File: src/rtl/img_ctrl_if.sv
// Host command, status, core handshake and frame-buffer write signals of img_ctrl_unit.
interface img_ctrl_if;
  logic        cmd_valid;
  logic [2:0]  cmd_op;
  logic        cmd_ready;
  logic        busy;
  logic        op_done;
  logic        err_invalid;
  logic        err_timeout;
  logic        core_start;
  logic [1:0]  core_mode;
  logic        core_done;
  logic [18:0] core_dest_addr;
  logic [7:0]  core_dest_data;
  logic        core_dest_wr_en;
  logic [18:0] dest_mem_addr;
  logic [7:0]  dest_mem_data_out;
  logic        dest_mem_wr_en;

  modport slave (
    input  cmd_valid, cmd_op, core_done, core_dest_addr, core_dest_data, core_dest_wr_en,
    output cmd_ready, busy, op_done, err_invalid, err_timeout, core_start, core_mode,
           dest_mem_addr, dest_mem_data_out, dest_mem_wr_en
  );

  modport master (
    output cmd_valid, cmd_op, core_done, core_dest_addr, core_dest_data, core_dest_wr_en,
    input  cmd_ready, busy, op_done, err_invalid, err_timeout, core_start, core_mode,
           dest_mem_addr, dest_mem_data_out, dest_mem_wr_en
  );
endinterface

File: src/rtl/img_ctrl_unit.sv
// Image operation controller: decodes host commands, runs the frame clear engine,
// sequences the processing core with a timeout, and arbitrates the frame-buffer write port.
module img_ctrl_unit #(
  parameter int unsigned FRAME_PIXELS   = 307200,
  parameter logic [7:0]  CLEAR_VALUE    = 8'h00,
  parameter int unsigned TIMEOUT_CYCLES = 2000000
) (
  input  logic        clk,
  input  logic        reset,
  img_ctrl_if.slave   bus
);

  localparam int unsigned ADDR_W = 19;
  localparam int unsigned DATA_W = 8;
  localparam int unsigned CLR_W  = 19;
  localparam int unsigned TO_W   = $clog2(TIMEOUT_CYCLES + 1);

  localparam logic [CLR_W-1:0] CLR_LAST = CLR_W'(FRAME_PIXELS - 1);
  localparam logic [TO_W-1:0]  TO_LAST  = TO_W'(TIMEOUT_CYCLES - 1);

  localparam logic [2:0] OP_COPY     = 3'b000;
  localparam logic [2:0] OP_ZOOM_IN  = 3'b001;
  localparam logic [2:0] OP_ZOOM_OUT = 3'b010;
  localparam logic [2:0] OP_AVG      = 3'b011;
  localparam logic [2:0] OP_CLEAR    = 3'b100;

  typedef enum logic [1:0] {
    S_IDLE  = 2'd0,
    S_CLEAR = 2'd1,
    S_RUN   = 2'd2
  } state_t;

  state_t            state_q, state_d;
  logic [CLR_W-1:0]  clear_cnt_q, clear_cnt_d;
  logic [TO_W-1:0]   run_cnt_q, run_cnt_d;
  logic [1:0]        mode_q, mode_d;
  logic              zoom_q, zoom_d;
  logic              start_q, start_d;
  logic              done_q, done_d;
  logic              inv_q, inv_d;
  logic              to_q, to_d;
  logic              ready_q, ready_d;

  always_ff @(posedge clk) begin
    if (reset) begin
      state_q     <= S_IDLE;
      clear_cnt_q <= '0;
      run_cnt_q   <= '0;
      mode_q      <= 2'd0;
      zoom_q      <= 1'b0;
      start_q     <= 1'b0;
      done_q      <= 1'b0;
      inv_q       <= 1'b0;
      to_q        <= 1'b0;
      ready_q     <= 1'b1;
    end else begin
      state_q     <= state_d;
      clear_cnt_q <= clear_cnt_d;
      run_cnt_q   <= run_cnt_d;
      mode_q      <= mode_d;
      zoom_q      <= zoom_d;
      start_q     <= start_d;
      done_q      <= done_d;
      inv_q       <= inv_d;
      to_q        <= to_d;
      ready_q     <= ready_d;
    end
  end

  // Next-state and registered-output logic; status pulses default low every cycle.
  always_comb begin
    state_d     = state_q;
    clear_cnt_d = clear_cnt_q;
    run_cnt_d   = run_cnt_q;
    mode_d      = mode_q;
    zoom_d      = zoom_q;
    done_d      = 1'b0;
    inv_d       = 1'b0;
    to_d        = 1'b0;

    case (state_q)
      S_IDLE: begin
        if (bus.cmd_valid) begin
          case (bus.cmd_op)
            OP_COPY, OP_ZOOM_IN, OP_AVG: begin
              state_d   = S_RUN;
              mode_d    = bus.cmd_op[1:0];
              run_cnt_d = '0;
            end
            OP_ZOOM_OUT: begin
              state_d     = S_CLEAR;
              mode_d      = 2'd2;
              zoom_d      = 1'b1;
              clear_cnt_d = '0;
            end
            OP_CLEAR: begin
              state_d     = S_CLEAR;
              zoom_d      = 1'b0;
              clear_cnt_d = '0;
            end
            default: inv_d = 1'b1;
          endcase
        end
      end

      S_CLEAR: begin
        if (clear_cnt_q == CLR_LAST) begin
          clear_cnt_d = '0;
          if (zoom_q) begin
            state_d   = S_RUN;
            run_cnt_d = '0;
          end else begin
            state_d = S_IDLE;
            done_d  = 1'b1;
          end
        end else begin
          clear_cnt_d = clear_cnt_q + CLR_W'(1);
        end
      end

      S_RUN: begin
        // Completion beats a coincident timeout.
        if (bus.core_done) begin
          state_d   = S_IDLE;
          run_cnt_d = '0;
          done_d    = 1'b1;
        end else if (run_cnt_q == TO_LAST) begin
          state_d   = S_IDLE;
          run_cnt_d = '0;
          to_d      = 1'b1;
        end else begin
          run_cnt_d = run_cnt_q + TO_W'(1);
        end
      end

      default: state_d = S_IDLE;
    endcase

    start_d = (state_d == S_RUN);
    ready_d = (state_d == S_IDLE);
  end

  // Frame-buffer write arbitration follows the current state only.
  always_comb begin
    bus.dest_mem_wr_en    = 1'b0;
    bus.dest_mem_addr     = '0;
    bus.dest_mem_data_out = '0;
    case (state_q)
      S_CLEAR: begin
        bus.dest_mem_wr_en    = 1'b1;
        bus.dest_mem_addr     = ADDR_W'(clear_cnt_q);
        bus.dest_mem_data_out = DATA_W'(CLEAR_VALUE);
      end
      S_RUN: begin
        bus.dest_mem_wr_en    = bus.core_dest_wr_en;
        bus.dest_mem_addr     = bus.core_dest_addr;
        bus.dest_mem_data_out = bus.core_dest_data;
      end
      default: ;
    endcase
  end

  assign bus.cmd_ready   = ready_q;
  assign bus.busy        = !ready_q;
  assign bus.core_start  = start_q;
  assign bus.core_mode   = mode_q;
  assign bus.op_done     = done_q;
  assign bus.err_invalid = inv_q;
  assign bus.err_timeout = to_q;

endmodule

File: src/flat_wrapper.sv
// flat-port wrapper written by rule: the top's interface ports become plain ports
module img_ctrl_unit_flat 
#(
  parameter int unsigned FRAME_PIXELS   = 307200,
  parameter logic [7:0]  CLEAR_VALUE    = 8'h00,
  parameter int unsigned TIMEOUT_CYCLES = 2000000
)
  (clk, reset, bus_cmd_valid, bus_cmd_op, bus_core_done, bus_core_dest_addr, bus_core_dest_data, bus_core_dest_wr_en, bus_cmd_ready, bus_busy, bus_op_done, bus_err_invalid, bus_err_timeout, bus_core_start, bus_core_mode, bus_dest_mem_addr, bus_dest_mem_data_out, bus_dest_mem_wr_en);
  img_ctrl_if bus_i ();
  input  logic clk;
  input  logic reset;
  input wire logic [$bits(bus_i.cmd_valid)-1:0] bus_cmd_valid;
  input wire logic [$bits(bus_i.cmd_op)-1:0] bus_cmd_op;
  input wire logic [$bits(bus_i.core_done)-1:0] bus_core_done;
  input wire logic [$bits(bus_i.core_dest_addr)-1:0] bus_core_dest_addr;
  input wire logic [$bits(bus_i.core_dest_data)-1:0] bus_core_dest_data;
  input wire logic [$bits(bus_i.core_dest_wr_en)-1:0] bus_core_dest_wr_en;
  output wire logic [$bits(bus_i.cmd_ready)-1:0] bus_cmd_ready;
  output wire logic [$bits(bus_i.busy)-1:0] bus_busy;
  output wire logic [$bits(bus_i.op_done)-1:0] bus_op_done;
  output wire logic [$bits(bus_i.err_invalid)-1:0] bus_err_invalid;
  output wire logic [$bits(bus_i.err_timeout)-1:0] bus_err_timeout;
  output wire logic [$bits(bus_i.core_start)-1:0] bus_core_start;
  output wire logic [$bits(bus_i.core_mode)-1:0] bus_core_mode;
  output wire logic [$bits(bus_i.dest_mem_addr)-1:0] bus_dest_mem_addr;
  output wire logic [$bits(bus_i.dest_mem_data_out)-1:0] bus_dest_mem_data_out;
  output wire logic [$bits(bus_i.dest_mem_wr_en)-1:0] bus_dest_mem_wr_en;
  assign bus_i.cmd_valid = bus_cmd_valid;
  assign bus_i.cmd_op = bus_cmd_op;
  assign bus_i.core_done = bus_core_done;
  assign bus_i.core_dest_addr = bus_core_dest_addr;
  assign bus_i.core_dest_data = bus_core_dest_data;
  assign bus_i.core_dest_wr_en = bus_core_dest_wr_en;
  assign bus_cmd_ready = bus_i.cmd_ready;
  assign bus_busy = bus_i.busy;
  assign bus_op_done = bus_i.op_done;
  assign bus_err_invalid = bus_i.err_invalid;
  assign bus_err_timeout = bus_i.err_timeout;
  assign bus_core_start = bus_i.core_start;
  assign bus_core_mode = bus_i.core_mode;
  assign bus_dest_mem_addr = bus_i.dest_mem_addr;
  assign bus_dest_mem_data_out = bus_i.dest_mem_data_out;
  assign bus_dest_mem_wr_en = bus_i.dest_mem_wr_en;
  img_ctrl_unit #(.FRAME_PIXELS(FRAME_PIXELS), .CLEAR_VALUE(CLEAR_VALUE), .TIMEOUT_CYCLES(TIMEOUT_CYCLES)) u_core (.clk(clk), .reset(reset), .bus(bus_i));
endmodule
File: config.mk
export PLATFORM = sky130hd
export DESIGN_NAME = img_ctrl_unit_flat
export DESIGN_NICKNAME = d
export VERILOG_FILES = /design/src/rtl/img_ctrl_if.sv /design/src/rtl/img_ctrl_unit.sv /design/src/flat_wrapper.sv
export SDC_FILE = /design/constraint.sdc
export NUM_CORES = 1
export LEC_CHECK = 0
export ABC_AREA = 1
export CAP_MARGIN = 30
export CORE_MARGIN = 2
export CORE_UTILIZATION = 57
export CTS_BUF_LIST = sky130_fd_sc_hd__clkbuf_2
export DETAILED_ROUTE_END_ITERATION = 10
export MAX_ROUTING_LAYER = met4
export PLACE_DENSITY = 0.88
export SETUP_SLACK_MARGIN = 0.2
export SKIP_LAST_GASP = 1
export SYNTH_ARGS = -nofsm -noshare
export SYNTH_HDL_FRONTEND = slang
export SYNTH_SLANG_ARGS = --single-unit
File: constraint.sdc
create_clock -name clk -period 2.7 [get_ports clk]
set_input_delay 0.405 -clock clk [delete_from_list [all_inputs] [get_ports clk]]
set_output_delay 0.405 -clock clk [all_outputs]
set_load 0.01 [all_outputs]
==> flow_summary.ini, run 1 <==
[finish]
regArea_um2 = 1010
layout-drive-gt1-share = 0.0609
multi_input_area_um2 = 1900
antenna_cells = 0
n_fill_cell = 467
nets = 681
area_delta_synth_final_pct = 25.5

[global_routing]
grt_util_all_layers = 0.291
antenna_found_initial = 0
grt_pass1_vias = 3426
grt_max_degree = 31
grt_pass1_wl_um = 14800
grt-ovfl-total = 0

[sta]
rsz0062_at_grt = no
setup-violations-final = 0
hold_slack_ns = 0.477
period_share = 0.892
final-hold-violation-count = 0
tightest_slew_ns = 0.504
tns_ns = 0
finalCriticalPeriod_ns = 2.41
layout_setup_ws_ns = 0.290
fmax_ghz = 0.415
slew_headroom = 0.661
slew_viol_final = 0
clock_skew_ns = 0.0219

[critical_path]
critical-path-slowest-cell = clkdlybuf4s50_1
crit_end = bus_dest_mem_data_out[7]
cp_top_family = buffers and inverters
path_class = flop to output pin
crit_start = u_core.state_q[0]$_SDFF_PP0_
cp_common_cell = inv_1
start_kind = flop
crit_chain = inv_1, ha_4, buf_12, nand2_1, inv_1, clkdlybuf4s50_1
cp.depth = 6
slowest_delay_ns = 0.52
rr_worst_depth = 10
cp_num_buf_inv = 4
cp_max_fo = 15
timing.rr.start = u_core.state_q[0]$_SDFF_PP0_
required_ns = 2.30
reg2reg_slack_ns = 0.53
crit_arrival_ns = 2.00
critPathCaptureType = output pin
r2r-end = u_core.run_cnt_q[16]$_SDFFE_PP0P_

[die]
design.portCount = 71
rows = 27
start_util = 0.599
die_h_um = 80.5
die_area_um2 = 6480
fp.dieW_um = 80.5
core-area_um2 = 5570

[placement]
portBuffers = 70
post-dp-hpwl_um = 6750
dp_worst_setup_slack_ns = 0.328
gp_congestion = 0.949

[yosys]
synth.yosys.seq_area_share = 0.300
yosysTopAreaCellShare = 0.300
yosysWarnings = 0
synth-seq-cells = 50
synth_top_cell_by_area = dfxtp_1
syn-instance-count = 570
yosysUniqueCellTypes = 35
synth_area_per_cell_um2 = 5.85
netlist_top_cells_area = dfxtp_1 (30%), nand2_1 (22%), inv_1 (11%)
syn-num-nets = 611
syn_area_um2 = 3340

[clock_network]
htreeDepth = 2
cts-buffers-inserted = 5
clk_pin_slew_worst_paths_ns = 0.23
hold_buffers = 0
cts_tree = done
clock-root-buffer = clkbuf_2
clk_path_buf_depth = 2
clk_latency_ns = 0.43
cts.sinks = 50

[drt]
drt-initial-drc-count = 325
finalWirelength_um = 9170
drtAntennaViolNets = 0
viasPerCell = 5.32
drcViolationCount = 0
post_drt_wl_per_cell_um = 12.9
num_vias = 3785
drt-pass1-iter-count = 5

[pwr]
p_per_area_nw_per_um2 = 352
vdd_drop_max_uv = 327
p_leak_uw = 0.00188

[run]
maxCapViolations = 0

[min_path]
hp-class = flop to flop

[status]
status = finished clean
[tightest hold or removal path, delay by kind of cell (launching register included)]
kind	cells	cell delay, ns
AOI/OAI and AO/OA	1	0.05
and+or+nand+nor	1	0.06
DFF	1	0.36
[Yosys cell counts, drive strengths merged]
cell,number
a211oi,1
a21oi,36
buf,12
clkbuf,5
clkinv,1
dfxtp,50
ha,6
inv,95
mux2i,1
nand2,198
nand3,44
nand3b,2
nand4,16
nor2,63
nor3,15
nor3b,2
nor4,3
o211a,1
o21ai,13
o21bai,2
o31ai,2
or2,1
xor2,1
[cells by family after synthesis]
family | share of synthesized area
buffers and inverters | 0.138
AND/OR/NAND/NOR | 0.443
flip-flops | 0.300
XOR/XNOR | 0.00263
multiplexers | 0.00300
AO/OA/AOI/OAI | 0.0911
adder cells (fa/ha/maj) | 0.0225
[flip-flops by register name, summed over array words and instances (netlist names)]
name / count
u_core.bus.cmd_ready: 1
u_core.bus.core_mode: 2
u_core.bus.core_start: 1
u_core.bus.err_invalid: 1
u_core.bus.err_timeout: 1
u_core.bus.op_done: 1
u_core.clear_cnt_q: 19
u_core.run_cnt_q: 21
u_core.state_q: 2
u_core.zoom_q: 1
[area by class of cell]
class	instances	area share
Tap cell	72	0.0215
Timing Repair Buffer	80	0.189
Inverter	96	0.0863
Multi-Input combinational cell	407	0.454
Sequential cell	50	0.241
Clock buffer	7	0.00836
[worst min path at each step]
stage	depth (start not counted)	end	slack (ns)	startpoint
6_report	2	u_core.bus.core_mode[0]$_SDFFE_PP0P_	0.48	u_core.bus.core_mode[0]$_SDFFE_PP0P_
5_1_grt	2	u_core.bus.core_mode[0]$_SDFFE_PP0P_	0.53	u_core.bus.core_mode[0]$_SDFFE_PP0P_
4_1_cts	2	u_core.bus.core_mode[0]$_SDFFE_PP0P_	0.48	u_core.bus.core_mode[0]$_SDFFE_PP0P_
3_5_place_dp	2	u_core.bus.core_mode[0]$_SDFFE_PP0P_	0.45	u_core.bus.core_mode[0]$_SDFFE_PP0P_
3_3_place_gp	2	u_core.bus.core_mode[0]$_SDFFE_PP0P_	0.45	u_core.bus.core_mode[0]$_SDFFE_PP0P_
2_1_floorplan	2	u_core.zoom_q$_SDFFE_PP0P_	0.46	u_core.zoom_q$_SDFFE_PP0P_
[metal layers]
layer,vias to the layer above,share of wire,GRT usage
met3,15,0.077,0.0360
met1,1701,0.44,0.363
met2,152,0.46,0.489
met4,0,0.019,0.0966
li1,1917,-,-
met5,-,0,-
[where the power goes]
part	switching [µW]	internal, µW	leakage [µW]
Combinational	245	171	0.00145
Sequential	8.42	752	0.000405
Clock	232	67.2	0.0000291
[cell usage in the layout, fill, tap and decap left out, drive strengths merged, types with 3 or more instances in the layout]
cell             n
ha               6
nor4             3
dlygate4sd2     20
nand2          198
clkbuf           8
dfxtp           50
o21ai           13
nor2            63
nand3           44
nor3            15
nand4           16
a21oi           36
clkdlybuf4s50   50
inv             95
buf              9
[timing repair]
item / in CTS / in global routing
gates cloned: 0 / 1
setup endpoints to repair: 28 / 8
buffers inserted: 1 / 1
resized for setup: 30 / 1
[per-stage QoR]
step	util	std cells	area [µm²]	total power (µW)
after floorplan	-	570	3340	1010
after global placement	0.734	702	4090	1150
after detailed placement	0.734	702	4090	1160
after CTS	0.744	710	4150	1450
after global routing	0.752	712	4190	1550
final	0.752	712	4190	1480
Power figures use the tool's default switching activity.
==> inputs of run 2 (changes only) <==
- CORE_ASPECT_RATIO: unset -> 0.7
==> flow_summary.ini, run 2 (synthesis gave the netlist of run 1 again) <==
[finish]
fin_util = 0.751
layout-drive-gt1-share = 0.0684
nets = 683
final_common_cell = nand2_1
area_delta_synth_final_pct = 28.2
design_area_um2 = 4280
antenna_cells = 0
regMostFlops = u_core.run_cnt_q
fin_cells = 718
most-common-layout-cells = nand2_1 (192), inv_1 (92), nor2_1 (58)
reg.largest.list = u_core.run_cnt_q (21), u_core.clear_cnt_q (19)
largest_register_ffs = 21

[sta]
fmax_ghz = 0.419
period_share = 0.884
tightest_slew_ns = 0.587
slew_headroom = 0.605
clock_skew_ns = 0.0266
final-hold-violation-count = 0
setup-violations-final = 0
layout_setup_ws_ns = 0.312
tns_ns = 0
finalCriticalPeriod_ns = 2.39
rsz0062_at_grt = no
slew_viol_final = 0

[critical_path]
required_ns = 2.30
slowest_delay_ns = 0.53
crit_chain = inv_1, ha_4, buf_12, nand2_1, inv_1, clkdlybuf4s50_1
start_kind = flop
cp_max_fo = 15
path_class = flop to output pin
crit_arrival_ns = 1.98
critPathCaptureType = output pin
critical-path-slowest-cell = clkdlybuf4s50_1
cp_common_cell = inv_1

[clock_network]
clock-root-buffer = clkbuf_2
clk_pin_slew_worst_paths_ns = 0.27
cts_tree = done
cts-buffers-inserted = 5
hold_buffers = 0
htreeDepth = 2
clk_path_buf_depth = 2
clk_latency_ns = 0.45
cts.sinks = 50

[die]
die_area_um2 = 6490
start_util = 0.586
die_h_um = 68.0
rows = 23
design.portCount = 71
core-area_um2 = 5700
fp.dieW_um = 95.5

[global_routing]
grt_util_all_layers = 0.304
grt_pass1_vias = 3333
grt_pass1_wl_um = 15100
antenna_found_initial = 0
grt-ovfl-total = 0
grt_max_degree = 31

[placement]
dp.cells = 706
gp_congestion = 0.928
dp_worst_setup_slack_ns = 0.386
portBuffers = 70
post-dp-hpwl_um = 7050
dpl-instance-area_um2 = 4110

[pwr]
p_leak_uw = 0.00206
vdd_drop_max_uv = 342
p_per_area_nw_per_um2 = 375

[drt]
drt-pass1-iter-count = 5
met1_length_um = 4430
topRoutingLayerUsed = met4
routed-wl-met2_um = 4130
drt-initial-drc-count = 459
post_drt_wl_per_cell_um = 13.5
num_vias = 3874
drtAntennaViolNets = 0
viasPerCell = 5.40
wl_met3_um = 1050
drcViolationCount = 0
finalWirelength_um = 9700

[run]
maxCapViolations = 0

[min_path]
hp-class = flop to flop

[status]
status = finished clean
run 2: cell types whose count changed in the layout (fill, tap and decap cells not counted), sizes merged:
| cell | change |
|---|---|
| bufinv | +1 |
| clkbuf | -2 |
| dlymetal6s2s | +10 |
| clkinv | +2 |
| buf | +2 |
| dlygate4sd2 | -8 |
| clkdlybuf4s50 | -2 |
run 2: worst max-delay path: cells and delay by family (launching register included):
kind	cells	cell delay, ns
adders and majority gates	1	0.20
buffers and inverters	4	0.85
DFF	1	0.41
and+or+nand+nor	1	0.06
run 2: report_power, final:
| part | internal [µW] | switching [µW] |
|---|---|---|
| registers | 753 | 9.00 |
| logic | 182 | 252 |
| clock network | 154 | 254 |
| total | 1090 | 515 |
run 2: routing by layer:
layer | up-vias | GRT usage
met5 | - | -
met3 | 16 | 0.0551
met2 | 218 | 0.459
li1 | 1928 | -
met4 | 0 | 0.0714
met1 | 1712 | 0.426
run 2: through the flow:
| step | hold WS (ns) | total power [µW] |
|---|---|---|
| detailed placement | 0.460 | 1170 |
| finish | 0.490 | 1600 |
| global placement | 0.460 | 1160 |
| CTS | 0.497 | 1580 |
| floorplan | 0.463 | 1010 |
| global route | 0.522 | 1680 |
run 2: cell type report:
type | instances | area [µm²]
clock buffers | 5 | 25.0
well taps | 75 | 93.8
clock inverters | 3 | 40.0
multi-input cells | 407 | 1900
repair buffers | 82 | 847
fillers | 479 | 1420
flip-flops and latches | 50 | 1010
inverters | 96 | 362
run 2: path summary, 6_finish.rpt:
check                                          to  slack (ns)                            startpoint  depth (start not counted)
min reg2reg  u_core.bus.core_mode[1]$_SDFFE_PP0P_        0.49  u_core.bus.core_mode[1]$_SDFFE_PP0P_                          2
min          u_core.bus.core_mode[1]$_SDFFE_PP0P_        0.49  u_core.bus.core_mode[1]$_SDFFE_PP0P_                          2
max                      bus_dest_mem_data_out[0]        0.31          u_core.state_q[0]$_SDFF_PP0_                          6
max reg2reg      u_core.run_cnt_q[2]$_SDFFE_PP0P_        0.45          u_core.state_q[0]$_SDFF_PP0_                          9
run 2: repair_timing:
item / in CTS / in global routing
endpoints found under the setup margin: 28 / 17
pin swaps: 0 / 0
cloned: 0 / 1
gates resized for setup: 24 / 12
buffers inserted: 1 / 2
==> inputs of run 3 (changes only) <==
- PLACE_DENSITY: 0.88 -> 0.89
==> flow_summary.ini, run 3 (synthesis gave the netlist of run 1 again) <==
[drt]
drcViolationCount = 0
viasPerCell = 5.36
finalWirelength_um = 9600
num_vias = 3846
drtAntennaViolNets = 0
drt-initial-drc-count = 375
post_drt_wl_per_cell_um = 13.4
drt-pass1-iter-count = 5

[clock_network]
clock-root-buffer = clkbuf_2
cts-buffers-inserted = 5
cts_tree = done
clk_path_buf_depth = 2
htreeDepth = 2
clk_latency_ns = 0.43
clk_pin_slew_worst_paths_ns = 0.27
cts.sinks = 50
hold_buffers = 0

[sta]
finalCriticalPeriod_ns = 2.36
period_share = 0.875
slew_headroom = 0.622
tns_ns = 0
final-hold-violation-count = 0
slew_viol_final = 0
tightest_slew_ns = 0.562
setup-violations-final = 0
clock_skew_ns = 0.0305
rsz0062_at_grt = no
layout_setup_ws_ns = 0.337
fmax_ghz = 0.423

[critical_path]
start_kind = flop
crit_start = u_core.state_q[1]$_SDFF_PP0_
crit_arrival_ns = 1.96
timing.rr.start = u_core.state_q[1]$_SDFF_PP0_
required_ns = 2.30
path_class = flop to output pin
critPathCaptureType = output pin
cp_max_fo = 22

[pwr]
p_per_area_nw_per_um2 = 356
p_leak_uw = 0.00189
total_power_uw = 1480
vdd_drop_max_uv = 323

[placement]
post-dp-hpwl_um = 7280
dp_worst_setup_slack_ns = 0.335
gp_congestion = 0.935
portBuffers = 70

[status]
status = finished clean

[die]
rows = 23
core-area_um2 = 5700
fp.dieW_um = 95.5
design.portCount = 71
start_util = 0.586
die_area_um2 = 6490
die_h_um = 68.0

[finish]
reg.largest.list = u_core.run_cnt_q (21), u_core.clear_cnt_q (19)
largest_register_ffs = 21
regMostFlops = u_core.run_cnt_q
most-common-layout-cells = nand2_1 (192), inv_1 (94), nor2_1 (58)
area_delta_synth_final_pct = 24.7
final_common_cell = nand2_1
antenna_cells = 0
nets = 682
layout-drive-gt1-share = 0.0592

[global_routing]
grt_pass1_vias = 3399
grt-ovfl-total = 0
antenna_found_initial = 0
grt_util_all_layers = 0.311
grt_pass1_wl_um = 15500
grt_max_degree = 23

[run]
maxCapViolations = 0

[min_path]
hp-class = flop to flop
hold_start = u_core.bus.core_mode[1]$_SDFFE_PP0P_
-- run 3: cell types whose count changed in the layout (fill, tap and decap cells not counted), sizes merged --
cell / before / now
dlymetal6s2s: 10 / 1
dlygate4sd2: 12 / 19
clkdlybuf4s50: 48 / 50
bufinv: 1 / 0
clkbuf: 6 / 5
clkinv: 3 / 4
-- run 3: path summary, 6_finish.rpt --
kind | to | slack [ns] | depth (start not counted)
min | u_core.bus.core_mode[1]$_SDFFE_PP0P_ | 0.49 | 2
max reg2reg | u_core.run_cnt_q[2]$_SDFFE_PP0P_ | 0.43 | 9
max | bus_dest_mem_data_out[1] | 0.34 | 6
min reg2reg | u_core.bus.core_mode[1]$_SDFFE_PP0P_ | 0.49 | 2
-- run 3: critical path: stages (launching register included) --
cell	delay (ns)
dfxtp_4	0.41
buf_4	0.11
ha_1	0.17
buf_6	0.20
nand2_1	0.08
inv_1	0.06
clkdlybuf4s50_1	0.52
-- run 3: metrics by stage --
stage          cell area (µm²)  hold WS, ns  utilization  cells
2_1_floorplan             3340        0.463            -    570
4_1_cts                   4150        0.489        0.729    717
5_1_grt                   4160        0.510        0.730    717
3_3_place_gp              4090        0.449        0.718    706
3_5_place_dp              4090        0.464        0.718    706
6_report                  4160        0.492        0.730    717
-- run 3: layout make-up --
type | count | area [µm²]
Timing Repair Buffer | 81 | 769
Clock inverter | 3 | 16.3
Multi-Input combinational cell | 407 | 1890
Inverter | 96 | 362
Fill cell | 470 | 1540
Sequential cell | 50 | 1010
Tap cell | 75 | 93.8
Clock buffer | 5 | 25.0
-- run 3: what timing repair did --
action,in CTS,in global routing
pin swaps,0,0
buffers inserted,3,0
resized for setup,25,2
endpoints found under the setup margin,20,6
-- run 3: power breakdown --
group | internal (µW) | switching [µW]
clock network | 60.3 | 252
logic | 159 | 248
registers | 753 | 7.68
total | 972 | 508
-- run 3: routing by layer --
layer / vias to the layer above / global-route usage / part of all wire
met5: - / - / 0
met4: 0 / 0.0500 / 0.0055
met3: 6 / 0.0573 / 0.095
met2: 196 / 0.481 / 0.43
met1: 1720 / 0.434 / 0.47
li1: 1924 / - / -
